File: config.mk
export PLATFORM = sky130hd
export DESIGN_NAME = bldc_commutator
export DESIGN_NICKNAME = d
export VERILOG_FILES = /design/src/rtl/bldc_commutator.sv
export SDC_FILE = /design/constraint.sdc
export NUM_CORES = 1
export LEC_CHECK = 0
export CORE_ASPECT_RATIO = 0.75
export CORE_MARGIN = 2
export CORE_UTILIZATION = 48
export DETAILED_ROUTE_END_ITERATION = 7
export PLACE_DENSITY = 0.76
export SLEW_MARGIN = 5
export SYNTH_ARGS = -nofsm -noshare
export SYNTH_HDL_FRONTEND = slang
export SYNTH_SLANG_ARGS = --single-unit
export TNS_END_PERCENT = 30
File: constraint.sdc
create_clock -name clk -period 3.4 [get_ports clk]
set_input_delay 0.68 -clock clk [delete_from_list [all_inputs] [get_ports clk]]
set_output_delay 0.68 -clock clk [all_outputs]
set_load 0.02 [all_outputs]
File: src/rtl/bldc_commutator.sv
// Six-step trapezoidal BLDC commutator: hall sync/filter, phase drive table, position and stall/fault tracking.
// Optional duty ramp is compiled in when BLDC_DUTY_RAMP_EN is defined.
module bldc_commutator #(
    parameter int DUTY_CYCLE_WIDTH = 10,
    parameter int MAX_DUTY_CYCLE   = 'h3ff,
    parameter int HALL_FILTER      = 4,
    parameter int STALL_TIMEOUT    = 50000,
    parameter int COUNT_WIDTH      = 16,
    parameter int RAMP_STEP        = 1,
    parameter int RAMP_DIV         = 64
) (
    input  logic                          clk,
    input  logic                          reset,
    input  logic                          en,
    input  logic                          brake,
    input  logic                          direction,
    input  logic [DUTY_CYCLE_WIDTH-1:0]   duty_cycle,
    input  logic [2:0]                    hall,
    output logic [3*DUTY_CYCLE_WIDTH-1:0] phase_duty,
    output logic [2:0]                    phase_high_z,
    output logic [2:0]                    hall_state,
    output logic [COUNT_WIDTH-1:0]        hall_count,
    output logic                          fault,
    output logic [1:0]                    debug_state
);

    localparam int W  = DUTY_CYCLE_WIDTH;
    localparam int FW = $clog2(HALL_FILTER) + 1;
    localparam int SW = $clog2(STALL_TIMEOUT + 1);
    localparam logic [W-1:0] MAX_D = W'(MAX_DUTY_CYCLE);

    if (HALL_FILTER < 2 || STALL_TIMEOUT < 1 || RAMP_STEP < 1 || RAMP_DIV < 1) begin : g_bad_params
        $error("bldc_commutator: HALL_FILTER>=2, STALL_TIMEOUT/RAMP_STEP/RAMP_DIV>=1 required");
    end

    typedef enum logic [1:0] {IDLE, RUN, BRAKE, FAULT} state_t;

    state_t          state;
    logic [2:0]      sync1, sync2, cand;
    logic [FW-1:0]   filt_cnt;
    logic            hall_evt;
    logic [SW-1:0]   stall_cnt;
    logic [W-1:0]    target, applied;
    logic [1:0]      plus_ph, minus_ph;

    function automatic logic code_valid(input logic [2:0] c);
        return (c != 3'd0) && (c != 3'd7);
    endfunction

    // Forward rotation order 5,1,3,2,6,4.
    function automatic logic [2:0] next_code(input logic [2:0] c);
        case (c)
            3'd5:    return 3'd1;
            3'd1:    return 3'd3;
            3'd3:    return 3'd2;
            3'd2:    return 3'd6;
            3'd6:    return 3'd4;
            3'd4:    return 3'd5;
            default: return 3'd0;
        endcase
    endfunction

    // {plus, minus} phase index (A=0,B=1,C=2); 3 means no phase selected.
    function automatic logic [3:0] drive_pair(input logic [2:0] c);
        case (c)
            3'd5:    return {2'd0, 2'd1};
            3'd1:    return {2'd0, 2'd2};
            3'd3:    return {2'd1, 2'd2};
            3'd2:    return {2'd1, 2'd0};
            3'd6:    return {2'd2, 2'd0};
            3'd4:    return {2'd2, 2'd1};
            default: return {2'd3, 2'd3};
        endcase
    endfunction

    always_ff @(posedge clk) begin
        if (reset) begin
            sync1      <= '0;
            sync2      <= '0;
            cand       <= '0;
            filt_cnt   <= '0;
            hall_state <= '0;
            hall_evt   <= 1'b0;
            hall_count <= '0;
        end else begin
            sync1    <= hall;
            sync2    <= sync1;
            hall_evt <= 1'b0;
            if (sync2 != cand) begin
                cand     <= sync2;
                filt_cnt <= FW'(1);
            end else if (filt_cnt != FW'(HALL_FILTER - 1)) begin
                filt_cnt <= filt_cnt + FW'(1);
            end else if (cand != hall_state) begin
                hall_state <= cand;
                hall_evt   <= 1'b1;
                if (code_valid(hall_state) && code_valid(cand)) begin
                    if (cand == next_code(hall_state))
                        hall_count <= hall_count + COUNT_WIDTH'(1);
                    else if (hall_state == next_code(cand))
                        hall_count <= hall_count - COUNT_WIDTH'(1);
                end
            end
        end
    end

    assign target = (duty_cycle > MAX_D) ? MAX_D : duty_cycle;

`ifdef BLDC_DUTY_RAMP_EN
    localparam int DW = $clog2(RAMP_DIV + 1);
    localparam logic [W-1:0] STEP = W'(RAMP_STEP);
    logic [DW-1:0] ramp_div;

    // Final step is trimmed to land exactly on the target.
    always_ff @(posedge clk) begin
        if (reset || state != RUN) begin
            applied  <= '0;
            ramp_div <= '0;
        end else if (ramp_div == DW'(RAMP_DIV - 1)) begin
            ramp_div <= '0;
            if (applied < target)
                applied <= (target - applied > STEP) ? applied + STEP : target;
            else if (applied > target)
                applied <= (applied - target > STEP) ? applied - STEP : target;
        end else begin
            ramp_div <= ramp_div + DW'(1);
        end
    end
`else
    always_ff @(posedge clk) begin
        if (reset) applied <= '0;
        else       applied <= target;
    end
`endif

    always_comb begin
        {plus_ph, minus_ph} = drive_pair(hall_state);
        if (direction) {plus_ph, minus_ph} = {minus_ph, plus_ph};
    end

    always_ff @(posedge clk) begin
        if (reset) begin
            state        <= IDLE;
            stall_cnt    <= '0;
            phase_duty   <= '0;
            phase_high_z <= 3'b111;
        end else begin
            // Counter only runs in RUN, so leaving and re-entering RUN starts it from zero.
            if (state != RUN || hall_evt)
                stall_cnt <= '0;
            else if (applied != '0 && stall_cnt != SW'(STALL_TIMEOUT))
                stall_cnt <= stall_cnt + SW'(1);

            if (!en) begin
                state <= IDLE;
            end else begin
                case (state)
                    IDLE:  if (brake) state <= BRAKE;
                           else if (code_valid(hall_state)) state <= RUN;
                    RUN:   if (!code_valid(hall_state) || stall_cnt == SW'(STALL_TIMEOUT)) state <= FAULT;
                           else if (brake) state <= BRAKE;
                    BRAKE: if (!brake && code_valid(hall_state)) state <= RUN;
                    default: state <= FAULT;
                endcase
            end

            for (int i = 0; i < 3; i++) begin
                phase_duty[i*W +: W] <= '0;
                phase_high_z[i]      <= 1'b1;
                if (state == RUN) begin
                    if (2'(i) == plus_ph) begin
                        phase_duty[i*W +: W] <= applied;
                        phase_high_z[i]      <= 1'b0;
                    end else if (2'(i) == minus_ph) begin
                        phase_high_z[i] <= 1'b0;
                    end
                end else if (state == BRAKE) begin
                    phase_high_z[i] <= 1'b0;
                end
            end
        end
    end

    assign fault       = (state == FAULT);
    assign debug_state = state;

endmodule

==> results.sh, run 1 <==
export IMPL_violations="setup timing"
export IMPL_rsz0062_at_grt="yes"
export IMPL_initial_core_util_pct=49.8
export IMPL_cts_hold_buf=0
export IMPL_cts_htree_levels=3
export IMPL_die_height_um=85.4
export IMPL_slew_headroom_pct=45.0
export IMPL_stdcell_count=652
export IMPL_grt_overflow=0
export IMPL_layout_common_cells="91 x dfxtp_1, 71 x clkdlybuf4s50_1, 45 x nor2_1"
export IMPL_grt_pass1_wl_um=15800
export IMPL_min_delay_path_class="flop to flop"
export IMPL_cp_end_kind="flop"
export IMPL_clockRootBuffer="clkbuf_16"
export IMPL_ir_worst_vdd_v=0.000366
export IMPL_std_cell_rows=29
export IMPL_required_ns=3.63
export IMPL_p_leak_nw=2.25
export IMPL_cts_buffer_depth=2
export IMPL_fp_dieW_um=113
export IMPL_route_detailed_drc=0
export IMPL_synth_area_sq_um=4240
export IMPL_final_setup_worst_slack_ns=-0.0137
export IMPL_clkSinkCount=93
export IMPL_wl_per_cell_um=15.5
export IMPL_period_share_pct=100
export IMPL_ys_ff_latch=93
export IMPL_hold_violations=0
export IMPL_cts_tree="done"
export IMPL_p_seq_share_pct=48.4
export IMPL_via_count=3407
export IMPL_vias_per_cell=5.23
export IMPL_synthDistinctLibCells=50
export IMPL_cts_buffers=9
export IMPL_netlist_instances=450
export IMPL_syn_mean_instance_area_sq_um=9.43
export IMPL_use_met1_pct=28.8
export IMPL_cp_start_kind="flop"
export IMPL_clk_latency_ns=0.34
export IMPL_syn2layout_area_growth_pct=36.6
export IMPL_fin_worst_skew_ns=0.00613
export IMPL_worstSetupPathType="flop to flop"
export IMPL_finalCriticalPeriod_ns=3.41
export IMPL_fin_util_pct=68.0
export IMPL_fmax_mhz=293
export IMPL_final_area_sq_um=5800
export IMPL_p_total_w=0.00230
export IMPL_final_layout_size_suffix_gt1_share_pct=16.9
export IMPL_die_area_sq_um=9620
export IMPL_grt_max_degree=47
export IMPL_p_switching_w=0.000533
export IMPL_cp_common_cell="ha_4"
export IMPL_dp_cells=625
export IMPL_intPower_w=0.00177
export IMPL_final_fill_count=646
export IMPL_gr_max_usage_layer="met2"
export IMPL_clk_pin_slew_worst_paths_ns=0.07
export IMPL_use_met3_pct=5.50
export IMPL_antennaDiodeCount=0
export IMPL_maxCapViolCount=0
export IMPL_gp_congestion=0.875
export IMPL_ys_flop_type="dfxtp_1"
export IMPL_grt_total_usage_pct=20.7
export IMPL_worst_slew_pin_slew_ns=0.825
export IMPL_syn_num_nets=492
export IMPL_p_sw_share_pct=23.1
export IMPL_dp_hpwl_um=6920
export IMPL_synth_async_sr_flop_share_pct=0
export IMPL_maxSlewViolCount=0
export IMPL_routed_wl_um=10100
export IMPL_grt_pass1_vias=3177
export IMPL_met2_usage_pct=31.7
export IMPL_ant_nets=0
export IMPL_p_per_area_nw_per_um2=397
export IMPL_crit_slowest_cell="dfxtp_4"
export IMPL_numPortBuffers=72
export IMPL_crit_chain="inv_4, ha_4, o21a_1, o221ai_2, xor2_1, and3_4, clkinvlp_4, buf_12, ha_4, a21oi_2, o21ai_1, a31oi_4, a21oi_4, a311oi_2, mux2i_1, mux2_2"
export IMPL_design_core_area_sq_um=8530
export IMPL_final_setup_viol_count=1
export IMPL_pre_cts_ws_ns=-0.0360
export IMPL_synth_edf_count=0
export IMPL_cp_max_fo=8
export IMPL_ys_warn_count=0
export IMPL_dpl_cell_area_sq_um=5240
export IMPL_seq_area_frac_synth_pct=43.9
export IMPL_p_comb_share_pct=7.3
export IMPL_antenna_found_initial=0
export IMPL_cp_slowest_stage_delay_ns=0.37
export IMPL_power_frac_clock_pct=44.2
export IMPL_outcome="complete, but fails checks"
export IMPL_cp_arrival_ns=3.65
export IMPL_nets=581
export IMPL_drt_pass1_iterations=4
export IMPL_final_common_cell="dfxtp_1"
export IMPL_io_pins=73
export IMPL_drt_iter0_markers=148
power by group through the flow:
stage	Sequential [W]	Clock [W]	Combinational, W
after global routing	0.00112	0.00108	0.000183
after global placement	0.00114	0	0.000141
after detailed placement	0.00114	0	0.000145
final	0.00111	0.00102	0.000169
after floorplan	0.00114	0	0.0000938
after CTS	0.00111	0.00104	0.000147
worst max-delay path: cells and delay by family, from the launching register on:
family / cells / cell delay, ns
compound gates: 7 / 1.20
flops: 1 / 0.37
simple gates: 1 / 0.22
fa+ha+maj: 2 / 0.41
xor+xnor: 1 / 0.16
buf+inv: 3 / 0.36
mux: 2 / 0.58
registers in the layout (all words and copies together), names as in the netlist, 3 cells and up:
signal / cells
cand: 3
sync2: 3
sync1: 3
phase_high_z: 3
applied: 10
phase_duty: 30
hall_count: 16
stall_cnt: 16
hall_state: 3
filt_cnt: 3
cells by family after synthesis:
| kind of cell | after synthesis | share of synthesized area (%) |
|---|---|---|
| AND/OR/NAND/NOR | 184 | 24.3 |
| AO/OA/AOI/OAI | 65 | 9.58 |
| flip-flops | 93 | 43.9 |
| multiplexers | 17 | 4.07 |
| adder cells (fa/ha/maj) | 24 | 7.25 |
| XOR/XNOR | 38 | 7.84 |
| buffers and inverters | 29 | 3.12 |
routing by layer:
layer	routed length [um]	share of wire (%)
met3	436	4.3
met5	0	0
met2	4690	46
met4	129	1.3
met1	4870	48
cells in the mapped netlist (4+ instances only):
cell	instances	area share, %
a21o_1	4	0.71
a21oi_1	26	3.1
and2_1	32	4.7
and3_1	8	1.2
buf_2	6	0.71
buf_4	4	0.71
clkbuf_1	6	0.53
dfxtp_1	93	44
ha_1	23	6.8
inv_1	12	1.1
mux2i_1	15	3.5
nand2_1	18	1.6
nand2b_1	10	1.5
nand3_1	12	1.4
nand4_1	4	0.59
nor2_1	46	4.1
nor2b_1	22	3.2
nor3_1	6	0.71
nor4_1	4	0.59
o21ai_0	15	1.8
or3_1	6	0.88
xnor2_1	18	3.7
xor2_1	20	4.1
layout make-up:
type / count / area (sq um) / area share (%)
Clock inverter: 7 / 80.1 / 1.38
Timing Repair Buffer: 95 / 922 / 15.9
Clock buffer: 9 / 225 / 3.89
Inverter: 12 / 51.3 / 0.885
Multi-Input combinational cell: 328 / 2510 / 43.4
Sequential cell: 93 / 1870 / 32.3
Tap cell: 108 / 135 / 2.33
stage by stage:
step	hold slack, ns	TNS [ns]
final	0.471	-0.0137
after global routing	0.481	-0.495
after CTS	0.469	-0.0186
after detailed placement	0.433	-0.0525
after global placement	0.432	0
after floorplan	0.414	-0.341
final timing paths:
check | startpoint | depth (start not counted) | to | slack, ns
min | sync1[0] | 1 | sync2[0] | 0.47
min reg2reg | sync1[0] | 1 | sync2[0] | 0.47
max reg2reg | hall_state[1] | 16 | hall_count[15] | -0.01
max | hall_state[1] | 16 | hall_count[15] | -0.01
timing repair:
action                                  4_1_cts  5_1_grt
resized for setup                             3       29
gates cloned                                  0        1
endpoints found under the setup margin        3        6
buffers inserted                              0       10
pin swaps                                     0       11
(Power assumes the default switching activity.)
==> run 2: changes to the inputs <==
Settings changed: HOLD_SLACK_MARGIN set to 0.15.
==> results of run 2 <==
Same layout as run 1: the final DEF is identical, and so are final timing and power.
